`config.mk`:
```
export PLATFORM = sky130hd
export DESIGN_NAME = jtframe_dwnld
export DESIGN_NICKNAME = d
export VERILOG_FILES = /design/src/rtl/jtframe_dwnld_pkg.sv /design/src/rtl/jtframe_dwnld_skid.sv /design/src/rtl/jtframe_dwnld.sv
export SDC_FILE = /design/constraint.sdc
export NUM_CORES = 1
export LEC_CHECK = 0
export CORE_ASPECT_RATIO = 0.75
export CORE_MARGIN = 2
export CORE_UTILIZATION = 46
export CTS_BUF_LIST = sky130_fd_sc_hd__clkbuf_4 sky130_fd_sc_hd__clkbuf_8 sky130_fd_sc_hd__clkbuf_16
export CTS_CLUSTER_SIZE = 14
export DETAILED_ROUTE_END_ITERATION = 16
export PLACE_DENSITY = 0.73
export SYNTH_ARGS = -nofsm -noshare
export SYNTH_HDL_FRONTEND = slang
export SYNTH_SLANG_ARGS = --single-unit
```
`constraint.sdc`:
```
create_clock -name clk -period 2.9 [get_ports clk]
set_clock_uncertainty 0.15 [all_clocks]
set_input_delay 0.435 -clock clk [delete_from_list [all_inputs] [get_ports clk]]
set_output_delay 0.435 -clock clk [all_outputs]
set_load 0.005 [all_outputs]
```
`src/rtl/jtframe_dwnld_pkg.sv`:
```
// Shared types and constants for the ROM download splitter.
package jtframe_dwnld_pkg;

    typedef enum logic [1:0] {
        IDLE,
        LOAD,
        DRAIN,
        SETTLE
    } state_t;

    // Active-low byte-lane masks: MASK_LO writes the low byte, MASK_HI the high byte.
    localparam logic [1:0] MASK_LO = 2'b10;
    localparam logic [1:0] MASK_HI = 2'b01;

    typedef logic [22:0] baddr_t;

    // One SDRAM byte write as held in the output or skid register.
    typedef struct packed {
        logic [21:0] addr;
        logic [7:0]  data;
        logic [1:0]  mask;
    } wr_t;

endpackage

```
`src/rtl/jtframe_dwnld_skid.sv`:
```
// Output register plus one-entry skid buffer for SDRAM byte writes.
// A write is held on prog_* until prog_ack; one extra write can wait in the skid.
module jtframe_dwnld_skid
    import jtframe_dwnld_pkg::*;
(
    input  logic        clk,
    input  logic        rst,
    input  logic        in_valid,
    input  logic [21:0] in_addr,
    input  logic [7:0]  in_data,
    input  logic [1:0]  in_mask,
    input  logic        prog_ack,
    input  logic        clr_ovf,
    output logic [21:0] prog_addr,
    output logic [7:0]  prog_data,
    output logic [1:0]  prog_mask,
    output logic        prog_we,
    output logic        overflow,
    output logic        idle_next
);

    wr_t in_wr, out_wr, skid_wr;
    logic skid_full;

    assign in_wr     = '{addr: in_addr, data: in_data, mask: in_mask};
    assign prog_addr = out_wr.addr;
    assign prog_data = out_wr.data;
    assign prog_mask = out_wr.mask;

    // Nothing will be pending next cycle: lets the FSM leave DRAIN on the same
    // edge that prog_we drops, so the settle period starts exactly there.
    assign idle_next = !in_valid && !skid_full && (!prog_we || prog_ack);

    // Output/skid handshake; skid is only ever full while prog_we is high.
    always_ff @(posedge clk or posedge rst) begin
        if (rst) begin
            out_wr    <= '0;
            skid_wr   <= '0;
            skid_full <= 1'b0;
            prog_we   <= 1'b0;
        end else if (!prog_we) begin
            if (in_valid) begin
                out_wr  <= in_wr;
                prog_we <= 1'b1;
            end
        end else if (prog_ack) begin
            if (skid_full) begin
                out_wr <= skid_wr;
                if (in_valid) skid_wr   <= in_wr;
                else          skid_full <= 1'b0;
            end else if (in_valid) begin
                out_wr <= in_wr;
            end else begin
                prog_we <= 1'b0;
            end
        end else if (in_valid && !skid_full) begin
            skid_wr   <= in_wr;
            skid_full <= 1'b1;
        end
    end

    // Sticky lost-byte flag; a loss in the clearing cycle still wins.
    always_ff @(posedge clk or posedge rst) begin
        if (rst)
            overflow <= 1'b0;
        else if (in_valid && prog_we && !prog_ack && skid_full)
            overflow <= 1'b1;
        else if (clr_ovf)
            overflow <= 1'b0;
    end

endmodule

```
`src/rtl/jtframe_dwnld.sv`:
```
// ROM download splitter: strips the file header, routes bytes to SDRAM
// byte-lane writes or PROM strobes, and keeps dwnld_busy up until drained.
//
// state  | meaning
// IDLE   | no download, nothing pending
// LOAD   | download in progress
// DRAIN  | download ended, SDRAM writes still pending
// SETTLE | all written, holding busy for STRETCH cycles
module jtframe_dwnld
    import jtframe_dwnld_pkg::*;
#(
    parameter int unsigned  HEADER     = 0,
    parameter logic [22:0]  PROM_START = 23'h7F_FFFF,
    parameter int           PROM_AW    = 10,
    parameter int           SWAB       = 0,
    parameter int           STRETCH    = 64
) (
    input  logic               clk,
    input  logic               rst,
    input  logic               downloading,
    input  logic [22:0]        ioctl_addr,
    input  logic [7:0]         ioctl_data,
    input  logic               ioctl_wr,
    output logic [21:0]        prog_addr,
    output logic [7:0]         prog_data,
    output logic [1:0]         prog_mask,
    output logic               prog_we,
    input  logic               prog_ack,
    output logic               prom_we,
    output logic [PROM_AW-1:0] prom_addr,
    output logic [7:0]         prom_data,
    output logic               dwnld_busy,
    output logic               overflow
);

    localparam logic [23:0] HDR    = 24'(HEADER);
    localparam logic        SWAB_B = (SWAB != 0);
    localparam int          CW     = (STRETCH > 1) ? $clog2(STRETCH) : 1;

    // One extra bit on the subtraction: its borrow marks header bytes.
    logic [23:0]        eff_ext;
    baddr_t             eff;
    logic               hdr_drop, is_prom, prom_hit, sd_hit, lane, dl_q, idle_next;
    logic [1:0]         sd_mask;
    logic [PROM_AW-1:0] prom_nx;
    state_t             state, state_nx;
    logic [CW-1:0]      cnt, cnt_nx;

    assign eff_ext  = {1'b0, ioctl_addr} - HDR;
    assign eff      = eff_ext[22:0];
    assign hdr_drop = eff_ext[23];
    assign is_prom  = eff >= PROM_START;
    assign prom_hit = ioctl_wr && !hdr_drop && is_prom;
    assign sd_hit   = ioctl_wr && !hdr_drop && !is_prom;
    assign lane     = eff[0] ^ SWAB_B;
    assign sd_mask  = lane ? MASK_HI : MASK_LO;
    assign prom_nx  = PROM_AW'(eff - PROM_START);

    jtframe_dwnld_skid u_skid (
        .clk       (clk),
        .rst       (rst),
        .in_valid  (sd_hit),
        .in_addr   (eff[22:1]),
        .in_data   (ioctl_data),
        .in_mask   (sd_mask),
        .prog_ack  (prog_ack),
        .clr_ovf   (downloading && !dl_q),
        .prog_addr (prog_addr),
        .prog_data (prog_data),
        .prog_mask (prog_mask),
        .prog_we   (prog_we),
        .overflow  (overflow),
        .idle_next (idle_next)
    );

    // Single-cycle PROM strobe, independent of the SDRAM handshake.
    always_ff @(posedge clk or posedge rst) begin
        if (rst) begin
            prom_we   <= 1'b0;
            prom_addr <= '0;
            prom_data <= '0;
        end else begin
            prom_we <= prom_hit;
            if (prom_hit) begin
                prom_addr <= prom_nx;
                prom_data <= ioctl_data;
            end
        end
    end

    // State register, stretch counter and downloading edge detect.
    always_ff @(posedge clk or posedge rst) begin
        if (rst) begin
            state <= IDLE;
            cnt   <= '0;
            dl_q  <= 1'b0;
        end else begin
            state <= state_nx;
            cnt   <= cnt_nx;
            dl_q  <= downloading;
        end
    end

    // Next-state logic; a new download always returns to LOAD with writes kept.
    always_comb begin
        state_nx = state;
        cnt_nx   = cnt;
        case (state)
            IDLE:   if (downloading) state_nx = LOAD;
            LOAD:   if (!downloading) state_nx = DRAIN;
            DRAIN: begin
                if (downloading) begin
                    state_nx = LOAD;
                end else if (idle_next) begin
                    state_nx = SETTLE;
                    cnt_nx   = CW'(STRETCH - 1);
                end
            end
            SETTLE: begin
                if (downloading)   state_nx = LOAD;
                else if (cnt == '0) state_nx = IDLE;
                else               cnt_nx   = cnt - 1'b1;
            end
            default: state_nx = IDLE;
        endcase
    end

    assign dwnld_busy = (state != IDLE);

endmodule

```
# [Yosys cells after proc, flatten, opt, wreduce, memory -nomap -nowiden]
# Cells that the tools add are included.
# Widths: inputs -> output; s select.
[classes] add_sub_neg=2 muxes=30 n_eq_ne=14 n_lt_le_gt_ge=1 reduce_logical=26
[op_table] cell="$mux 32" n=8
[op_table] cell="$mux 6" n=4
[op_table] cell="$ge 23x23->1 const B" n=1
[op_table] cell="$mux 2" n=7
[op_table] cell="$ne 2x2->1 const B" n=7
[op_table] cell="$pmux 6 s2" n=1
[op_table] cell="$sub 10x10->10 const B" n=1
[op_table] cell="$logic_and 1x1->1" n=9
[op_table] cell="$mux 1" n=9
[op_table] cell="$pmux 2 s4" n=1
[op_table] cell="$reduce_and 4->1" n=2
[op_table] cell="$reduce_bool 2->1" n=4
[op_table] cell="$logic_not 1->1" n=6
[op_table] cell="$logic_not 6->1" n=1
[op_table] cell="$ne 3x3->1 const B" n=2
[op_table] cell="$sub 6x1->6 const B" n=1
[op_table] cell="$reduce_and 5->1" n=1
[op_table] cell="$eq 2x2->1 const B" n=2
[op_table] cell="$ne 2x1->1 const B" n=2
[op_table] cell="$eq 2x1->1 const B" n=1
[op_table] cell="$logic_not 2->1" n=1
[op_table] cell="$reduce_and 2->1" n=1
[op_table] cell="$logic_or 1x1->1" n=1
[word_totals] ff_bits=95 word_cells=88 in_bits=36 out_inout_bits=54

# [Longest topological paths before layout]
# Gate-level depths: netlist (run 1).
[logic_depth] depth_word=9 depth_mapped=6 mapped_depth_nobuf=6

# [By module]
# A second synthesis (run 1) with hierarchy kept.
[unflattened] hier_cells=315 hier_area_um2=4289.1
[modules_own_cells] module="jtframe_dwnld_skid" area_each_um2=2869.0 cells_per_inst=199 seq_area_each_um2=1676.6 n_inst=1
[modules_own_cells] module="jtframe_dwnld" area_each_um2=1420.1 cells_per_inst=116 seq_area_each_um2=700.7 n_inst=1

# [Least setup slack after synthesis (run 1)]
# No wires, ideal clock.
[synth_timing] kind="input-to-reg" from="in ioctl_addr[0]" to="reg prom_data[1]" required_time_ns=2.625 slack_ns=0.685 setup_time_ns=0.125 cell_stages=6 arrival_time_ns=1.940 n_path_buf=1 path_cell_list="ha_1 a21oi_1 or4_4 nor3_4 buf_8 mux2_4"
[synth_between] elab_chain_len=2
[synth_rtl] item="from (decl)" line_no="jtframe_dwnld.sv:21" source="input logic [22:0] ioctl_addr,"
[synth_rtl] item="$ge 23x23->1" line_no="jtframe_dwnld.sv:52" source="assign is_prom = eff >= PROM_START;"
[synth_rtl] item="$logic_and 1x1->1" line_no="jtframe_dwnld.sv:53" source="assign prom_hit = ioctl_wr && !hdr_drop && is_prom;"
[synth_rtl] item="to (signal assigned)" line_no="jtframe_dwnld.sv:86" source="prom_data <= ioctl_data;"
[synth_rtl] item="to (decl)" line_no="jtframe_dwnld.sv:31" source="output logic [7:0] prom_data,"
# No other way between the ends.
# A chain may end at the register's enable or synchronous reset.

# [Final worst setup path (run 1)]
[layout_timing] from="in ioctl_addr[1]" to="reg prom_addr[4]"
[layout_between] elab_chain_len=2 elab_cells_between_ends=3 classes_between="add/sub (1); order compare (1); reduce/logical (1)"
[layout_rtl] item="$ge 23x23->1" line_no="jtframe_dwnld.sv:52"
[layout_rtl] item="$logic_and 1x1->1" line_no="jtframe_dwnld.sv:53"
[layout_rtl] item="to (signal assigned)" line_no="jtframe_dwnld.sv:85" source="prom_addr <= prom_nx;"
[layout_rtl] item="to (decl)" line_no="jtframe_dwnld.sv:30" source="output logic [PROM_AW-1:0] prom_addr,"
# Several ways; a longest one is shown, not always the timed one.

==> flow_summary.toml, run 1 <==
[place]
globalplace.congestion = 0.867
post_dp_cell_area_um2 = 5290
post-place-cells = 517
port_buffers = 89
dp_hpwl_mm = 6.95

[detailed_routing]
initialDrtViolationCount = 147
wl_per_cell_um = 18.6
route.detailed.drc = 0
route.vias.total = 3028
drtPass1Iterations = 4
drtAntennaViolNets = 0
viasPerCell = 5.68
wl_mm = 9.92

[cells_and_area]
fill_cells = 722
fin_util = 0.623
diodes = 0
ff_latch_area_um2 = 2380
area_growth_pct = 33.7
fin_cells = 533
finalNetCount = 455
stdcell_area_um2 = 5570
drive_gt1_frac = 0.202
multi_input_area_um2 = 1700

[die]
core_area_um2 = 8930
dieArea_um2 = 9830
die_h_um = 86.4
rows = 30
die_width_um = 114
initial_core_util = 0.466
ios = 90

[timing]
slew_viol_final = 0
timing.final.crit_share = 0.852
final-hold-violation-count = 0
slew_headroom = 0.308
finalCriticalPeriod_ps = 2470
rsz0062_at_grt = "no"
tightest_slew_ps = 1040
max_freq_mhz = 405
setup_viol = 0
fin_tns_setup_ps = 0

[synth]
yosys.cell_count.top_type = "dfrtp_1"
synthMuxAreaShare = 0.130
ys_top_cells_by_count = "dfrtp_1 (95), mux2_2 (38), and2_1 (35)"
seq_area_frac_synth = 0.571
synth_top_family_by_area = "simple AND/OR/NAND/NOR gates"
synth.area.top_cells = "dfrtp_1 (57%), mux2_2 (10%), a221o_1 (7.9%)"
synth_cell_types = 43
syn_nets = 356
synth_xor_area_frac = 0.00421
yosys_warnings = 0
synth_compound_area_frac = 0.124
syn_area_um2 = 4160
synth_enable_flop_cells = 0
async_reset_ff_frac = 1.00
synthSimpleGateAreaFrac = 0.136
syn_inst = 317
ys_ff_latch = 95
synth_top_flop_cell = "dfrtp_1"
synth_top_area_frac = 0.571
yosys.area_share.adder = 0.00902
yosysTopAreaCell = "dfrtp_1"
syn_avg_cell_area_um2 = 13.1

[global_route]
grt_pass1_vias = 3075
grt_pass1_wl_mm = 16.4
grt.overflow.total = 0
track_usage = 0.218
antenna_found_initial = 0
grt_max_degree = 96

[job]
max_cap_viol_count = 0

[critical_path]
path_cells = "clkdlybuf4s50_1 -> ha_1 -> a21oi_1 -> or4_4 -> nor3_4 -> buf_12 -> mux2_2"
cpLargestDelayFamily = "simple AND/OR/NAND/NOR gates"
rrSetupSlack_ps = 930
crit_path_top_delay_cell = "or4_4"
start_kind = "input port"
setup.worst_path.class = "input port to flip-flop"
path_max_fanout = 14
critPathMaxStageDelay_ps = 540
worstRegToRegCells = 5
endpoint_kind = "flip-flop"
critPathRequiredTime_ps = 2970
arrival_ps = 2550
critPathBufInv = 2
r2r_end = "u_skid.prog_addr[19]$_DFFE_PP0P_"
r2r_start = "u_skid.skid_full$_DFFE_PP0P_"

[min_path]
whs_path_depth = 1
hold_start = "u_skid.skid_wr[10]$_DFFE_PP0P_"
min_to = "u_skid.skid_wr[10]$_DFFE_PP0P_"
hold_class = "flip-flop to flip-flop"

[cts]
numCtsBuffers = 9
cts_tree = "done"
cts_sinks = 95
clk_latency_ps = 340
cts_buffer_depth = 2
clkTransAtPathRegs_ps = 70
ctsHoldBuffers = 0
cts_setup_buffers = 0
post_cts_resized = 0
root_buffer = "clkbuf_16"
htreeDepth = 3

[pwr]
power.leakage_uw = 0.00234
p_per_area_nw_per_um2 = 724
vdd_drop_max_mv = 0.465

[status]
status = "complete, no violations"
-- where the power goes --
| group | internal [uW] | total, uW | leakage [uW] | switching [uW] |
|---|---|---|---|---|
| Clock | 587 | 1110 | 0.000121 | 519 |
| Sequential | 1650 | 1870 | 0.00117 | 221 |
| Combinational | 661 | 1050 | 0.00105 | 389 |
-- through the flow --
stage	setup WS (ps)	total power [uW]	hold slack (ps)
after floorplan	685	2380	294
final	428	4030	328
after detailed placement	74.3	2940	317
after global placement	129	2900	313
after CTS	427	4070	332
after global routing	356	4260	348
-- cells in the final DEF (no fill, tap or decap), types with 4 or more instances in the layout --
cell type        count
and2_1              35
inv_1                6
nand2_1              6
a221o_1             33
dfrtp_1             95
mux2_2              38
clkbuf_16            9
nand2b_1             4
nor2_1               6
nand4_1              6
clkdlybuf4s50_1     89
nand3_1              5
a21oi_1              5
o21ai_0              7
clkinvlp_4           6
buf_4               11
mux2_4               6
o21a_1               4
-- final cells by class --
type / count / area share
Clock buffer: 9 / 0.0405
Inverter: 7 / 0.00540
Sequential cell: 95 / 0.427
Tap cell: 112 / 0.0252
Timing Repair Buffer: 103 / 0.186
Clock inverter: 7 / 0.00989
Multi-Input combinational cell: 200 / 0.306
-- logic make-up (layout without fill, tap and decap cells) --
| group | after synthesis | in the layout |
|---|---|---|
| buffers and inverters | 22 | 126 |
| adders and majority gates | 3 | 3 |
| and+or+nand+nor | 88 | 88 |
| muxes | 46 | 46 |
| xor gates and xnor gates | 2 | 2 |
| DFF | 95 | 95 |
| AOI/OAI and AO/OA | 61 | 61 |
-- registers in the layout (all words and copies together), names as in the netlist --
signal / cells
prom_we: 1
u_skid.prog_addr: 22
prom_data: 8
state: 2
dl_q: 1
prom_addr: 10
u_skid.prog_mask: 2
cnt: 6
u_skid.prog_we: 1
u_skid.overflow: 1
u_skid.skid_wr: 32
u_skid.skid_full: 1
u_skid.prog_data: 8
-- metal layers --
metal	vias to the layer above	track usage	wire (um)
met5	-	0	0
met4	0	0.0576	72
met3	9	0.0741	671
met2	96	0.310	4280
met1	1543	0.320	4890
li1	1380	-	-
-- worst max path at each step --
stage,depth (start not counted),start,end
floorplan,6,ioctl_addr[0],prom_data[1]$_DFFE_PP0P_
global placement,7,ioctl_addr[1],prom_addr[4]$_DFFE_PP0P_
detailed placement,7,ioctl_addr[1],prom_addr[4]$_DFFE_PP0P_
CTS,7,ioctl_addr[1],prom_addr[4]$_DFFE_PP0P_
global route,7,ioctl_addr[1],prom_addr[4]$_DFFE_PP0P_
finish,7,ioctl_addr[1],prom_addr[4]$_DFFE_PP0P_
Power figures use the tool's default switching activity.
==> run 2: changes to the inputs <==
Settings changed: DONT_BUFFER_PORTS set to 1, MAX_ROUTING_LAYER set to met4, PLACE_DENSITY 0.73 to not set.
==> run 2 against run 1 <==
Net effect: routed wire length decreased by 10%; register-to-register slack worse by 390 ps; critical path depth decreased by 2; flip-flop and latch count stayed put; via count shrank 12%; final area is 17% lower; sequential power is 2% higher; global-route usage down 2.4 points; die area unchanged; sequential share of layout area grew 8.6 points; combinational power fell by 40%; final cell count down 18%.
==> flow_summary.toml, run 2 (synthesis gave the netlist of run 1 again) <==
[place]
post_dp_cell_area_um2 = 4310
globalplace.congestion = 0.852
post-place-cells = 420
port_buffers = 0
dp_hpwl_mm = 5.97
dp_slack_ps = 216

[cells_and_area]
diodes = 0
regMostFlops = "u_skid.skid_wr"
largest_reg_flops = 32
fin_cells = 438
fin_util = 0.519
finalNetCount = 360
stdcell_area_um2 = 4640
area_growth_pct = 11.4
layout_commonest_cell = "dfrtp_1"
drive_gt1_frac = 0.236
layout_common_cells = "dfrtp_1 (95), mux2_2 (38), and2_1 (35), a221o_1 (33), clkbuf_16 (9)"

[timing]
max_freq_mhz = 423
slew_headroom = 0.316
slew_viol_final = 0
final-hold-violation-count = 0
fin_tns_setup_ps = 0
setup_viol = 0
tightest_slew_ps = 1020
timing.final.crit_share = 0.815
timing.final.ws_setup_ps = 538
rsz0062_at_grt = "no"
finalCriticalPeriod_ps = 2360

[die]
ios = 90
rows = 30
die_h_um = 86.4
core_area_um2 = 8930
dieArea_um2 = 9830
die_width_um = 114
initial_core_util = 0.466

[cts]
root_buffer = "clkbuf_16"
numCtsBuffers = 9
cts_buffer_depth = 2
htreeDepth = 3
cts_setup_buffers = 0
cts_sinks = 95
clk_latency_ps = 340
clkTransAtPathRegs_ps = 70
cts_tree = "done"
post_cts_resized = 0

[critical_path]
setup.worst_path.class = "flip-flop to flip-flop"
setup.worst_path.end = "u_skid.prog_data[1]$_DFFE_PP0P_"
critPathRequiredTime_ps = 3020
critPathLaunch = "u_skid.skid_full$_DFFE_PP0P_"
path_max_fanout = 22
start_kind = "flip-flop"
rrSetupSlack_ps = 540
r2r_end = "u_skid.prog_data[1]$_DFFE_PP0P_"
r2r_start = "u_skid.skid_full$_DFFE_PP0P_"
worstRegToRegCells = 5
endpoint_kind = "flip-flop"
arrival_ps = 2490

[detailed_routing]
drtAntennaViolNets = 0
initialDrtViolationCount = 111
drtPass1Iterations = 4
wl_mm = 8.90
wl_per_cell_um = 20.3
viasPerCell = 6.07
route.vias.total = 2659
route.detailed.drc = 0

[global_route]
antenna_found_initial = 0
grt_pass1_vias = 2682
grt.overflow.total = 0
track_usage = 0.194
grt_pass1_wl_mm = 14.2
grt_max_degree = 96

[pwr]
p_per_area_nw_per_um2 = 806
vdd_drop_max_mv = 0.443
power.leakage_uw = 0.00199

[status]
status = "complete, no violations"

[min_path]
hold_class = "input port to flip-flop"
whs_path_depth = 1

[job]
max_cap_viol_count = 0
==> run 2: what timing repair did <==
item | in CTS | in global routing
hold buffers | 2 | 0
endpoints found under the hold margin | 95 | 0
endpoints found under the setup margin | 0 | 0
==> run 2: worst min path at each step <==
stage / start / end / slack [ps]
floorplan: dl_q$_DFF_PP0_ / u_skid.overflow$_DFFE_PP0P_ / 290
global placement: u_skid.skid_wr[7]$_DFFE_PP0P_ / u_skid.skid_wr[7]$_DFFE_PP0P_ / 310
detailed placement: downloading / dl_q$_DFF_PP0_ / 320
CTS: prog_ack / u_skid.overflow$_DFFE_PP0P_ / 30
global route: prog_ack / u_skid.overflow$_DFFE_PP0P_ / 40
finish: prog_ack / u_skid.overflow$_DFFE_PP0P_ / 40
==> run 2: metrics by stage <==
stage                     hold slack, ps  power [uW]
after detailed placement             317        2560
after global routing                36.6        3940
after CTS                           27.8        3780
final                               38.8        3730
after floorplan                      294        2380
after global placement               309        2540
==> run 2: final cells by class <==
| cell class | instances | area [um2] |
|---|---|---|
| well taps | 112 | 140 |
| fillers | 776 | 4300 |
| inverters | 7 | 30.0 |
| flip-flops and latches | 95 | 2380 |
| clock buffers | 9 | 225 |
| clock inverters | 7 | 81.3 |
| multi-input cells | 200 | 1700 |
| repair buffers | 8 | 77.6 |
==> run 2: routing by layer <==
metal / share of wire / up-vias / GRT usage
met3: 0.095 / 8 / 0.0776
li1: - / 1193 / -
met1: 0.45 / 1357 / 0.252
met2: 0.44 / 101 / 0.289
met4: 0.0084 / 0 / 0.0443
met5: 0 / - / -
==> run 2: power breakdown <==
part           internal (uW)  switching (uW)  total, uW  leakage, uW
registers               1650             255       1910      0.00117
clock network            679             523       1200     0.000140
logic                    359             268        627     0.000677
==> run 2: worst max-delay path: stages (launching register included) <==
cell	delay, ps
dfrtp_1	430
nand2b_1	180
and2_1	190
a211oi_4	840
buf_4	340
a221o_1	160
==> run 3: changes to the inputs <==
Clock period 2.9 ns to 1.9 ns, I/O delays scaled along.
==> run 3 against run 2 <==
Net effect: die area unchanged; maximum frequency up 26%; clock power is 53% higher; routed wire length up 9.6%; critical endpoint is now u_skid.skid_wr[9]$_DFFE_PP0P_; global-route usage increased by 1.8 points; largest power group unchanged; register-to-register slack lost 520 ps.
==> flow_summary.toml, run 3 (synthesis gave the netlist of run 1 again) <==
[timing]
timing.final.ws_setup_ps = 18.7
setup_viol = 0
timing.hold.ws_ps = 17.8
final-hold-violation-count = 0
slew_headroom = 0.643
slew_viol_final = 0
fin_tns_setup_ps = 0
timing.final.crit_share = 0.990
tightest_slew_ps = 535
finalCriticalPeriod_ps = 1880
rsz0062_at_grt = "yes"
max_freq_mhz = 532

[die]
initial_core_util = 0.466
core_area_um2 = 8930
rows = 30
ios = 90
die_width_um = 114
dieArea_um2 = 9830
die_h_um = 86.4

[cells_and_area]
stdcell_area_um2 = 5280
ff_latch_area_um2 = 2380
multi_input_area_um2 = 1740
finalNetCount = 414
regMostFlops = "u_skid.skid_wr"
drive_gt1_frac = 0.272
area_growth_pct = 26.8
fill_cells = 718
largest_reg_flops = 32
diodes = 0
layout_common_cells = "dfrtp_1 (95), mux2_2 (38), and2_1 (35), dlygate4sd3_1 (34), a221o_1 (33)"
layout_commonest_cell = "dfrtp_1"

[cts]
root_buffer = "clkbuf_16"
htreeDepth = 3
numCtsBuffers = 9
cts_sinks = 95
cts_tree = "done"
clkTransAtPathRegs_ps = 60
cts_buffer_depth = 2
clk_latency_ps = 330

[critical_path]
start_kind = "flip-flop"
endpoint_kind = "flip-flop"
critPathMaxStageDelay_ps = 420
path_cells = "buf_4 -> nand2b_1 -> nand4_1 -> a21oi_4 -> buf_12 -> buf_12 -> mux2_2"
setup.worst_path.class = "flip-flop to flip-flop"
cpLargestDelayFamily = "buffers and inverters"
critPathBufInv = 3
arrival_ps = 1950
cpMostUsedCell = "buf_12"
critPathRequiredTime_ps = 1970
crit_path_top_delay_cell = "dfrtp_1"
path_max_fanout = 11

[place]
dp_slack_ps = -207
port_buffers = 0
post_dp_cell_area_um2 = 4510
globalplace.congestion = 0.905
dp_hpwl_mm = 6.18

[global_route]
track_usage = 0.212
grt_pass1_vias = 2871
grt_max_degree = 96
grt_pass1_wl_mm = 15.6
antenna_found_initial = 0
grt.overflow.total = 0

[pwr]
vdd_drop_max_mv = 0.676
p_per_area_nw_per_um2 = 1120
power.leakage_uw = 0.00228

[job]
max_cap_viol_count = 0

[status]
status = "complete, no violations"

[detailed_routing]
drtAntennaViolNets = 0
route.vias.total = 2859
initialDrtViolationCount = 158
wl_per_cell_um = 19.9
drtPass1Iterations = 4
wl_mm = 9.75
viasPerCell = 5.82
route.detailed.drc = 0

[min_path]
hold_class = "input port to flip-flop"
[run 3: path summary, 6_finish.rpt]
check	from	endpoint	slack (ps)	cells after the start
worst min register to register	u_skid.skid_wr[7]$_DFFE_PP0P_	u_skid.skid_wr[7]$_DFFE_PP0P_	330	1
min in group asynchronous	rst	u_skid.skid_wr[17]$_DFFE_PP0P_	380	3
max in group asynchronous	rst	prom_data[1]$_DFFE_PP0P_	760	3
worst min-delay path	downloading	state[1]$_DFFE_PP0P_	20	2
worst max-delay path	u_skid.skid_full$_DFFE_PP0P_	u_skid.skid_wr[9]$_DFFE_PP0P_	20	7
worst max register to register	u_skid.skid_full$_DFFE_PP0P_	u_skid.skid_wr[9]$_DFFE_PP0P_	20	7
[run 3: metrics by stage]
| stage | utilization | instances | power [uW] |
|---|---|---|---|
| 6_report | 0.591 | 491 | 5930 |
| 5_1_grt | 0.591 | 491 | 6280 |
| 4_1_cts | 0.579 | 486 | 5920 |
| 3_5_place_dp | 0.505 | 436 | 3970 |
| 3_3_place_gp | 0.505 | 436 | 3920 |
| 2_1_floorplan | - | 317 | 3630 |
[run 3: layout make-up]
cell class | instances | share of cell area
Timing Repair Buffer | 62 | 0.128
Inverter | 7 | 0.00569
Clock inverter | 2 | 0.00735
Sequential cell | 95 | 0.450
Tap cell | 112 | 0.0265
Multi-Input combinational cell | 200 | 0.330
Clock buffer | 13 | 0.0519
[run 3: report_power, final]
group | internal, uW | total, uW | switching, uW
clock | 1140 | 1840 | 703
combinational | 696 | 1170 | 476
sequential | 2520 | 2920 | 401
[run 3: layer usage]
layer / global-route usage / share of wire / vias to the layer above
met5: - / 0 / -
met2: 0.309 / 0.46 / 97
met4: 0.0588 / 0.015 / 0
met3: 0.0741 / 0.073 / 14
li1: - / - / 1303
met1: 0.284 / 0.45 / 1445
[run 3: what timing repair did]
action | in CTS | in global routing
buffers inserted | 1 | 2
pin swaps | 0 | 1
gates cloned | 0 | 3
setup endpoints to repair | 9 | 35
gates resized for setup | 2 | 3
hold buffers | 34 | 0
hold endpoints to repair | 168 | 0
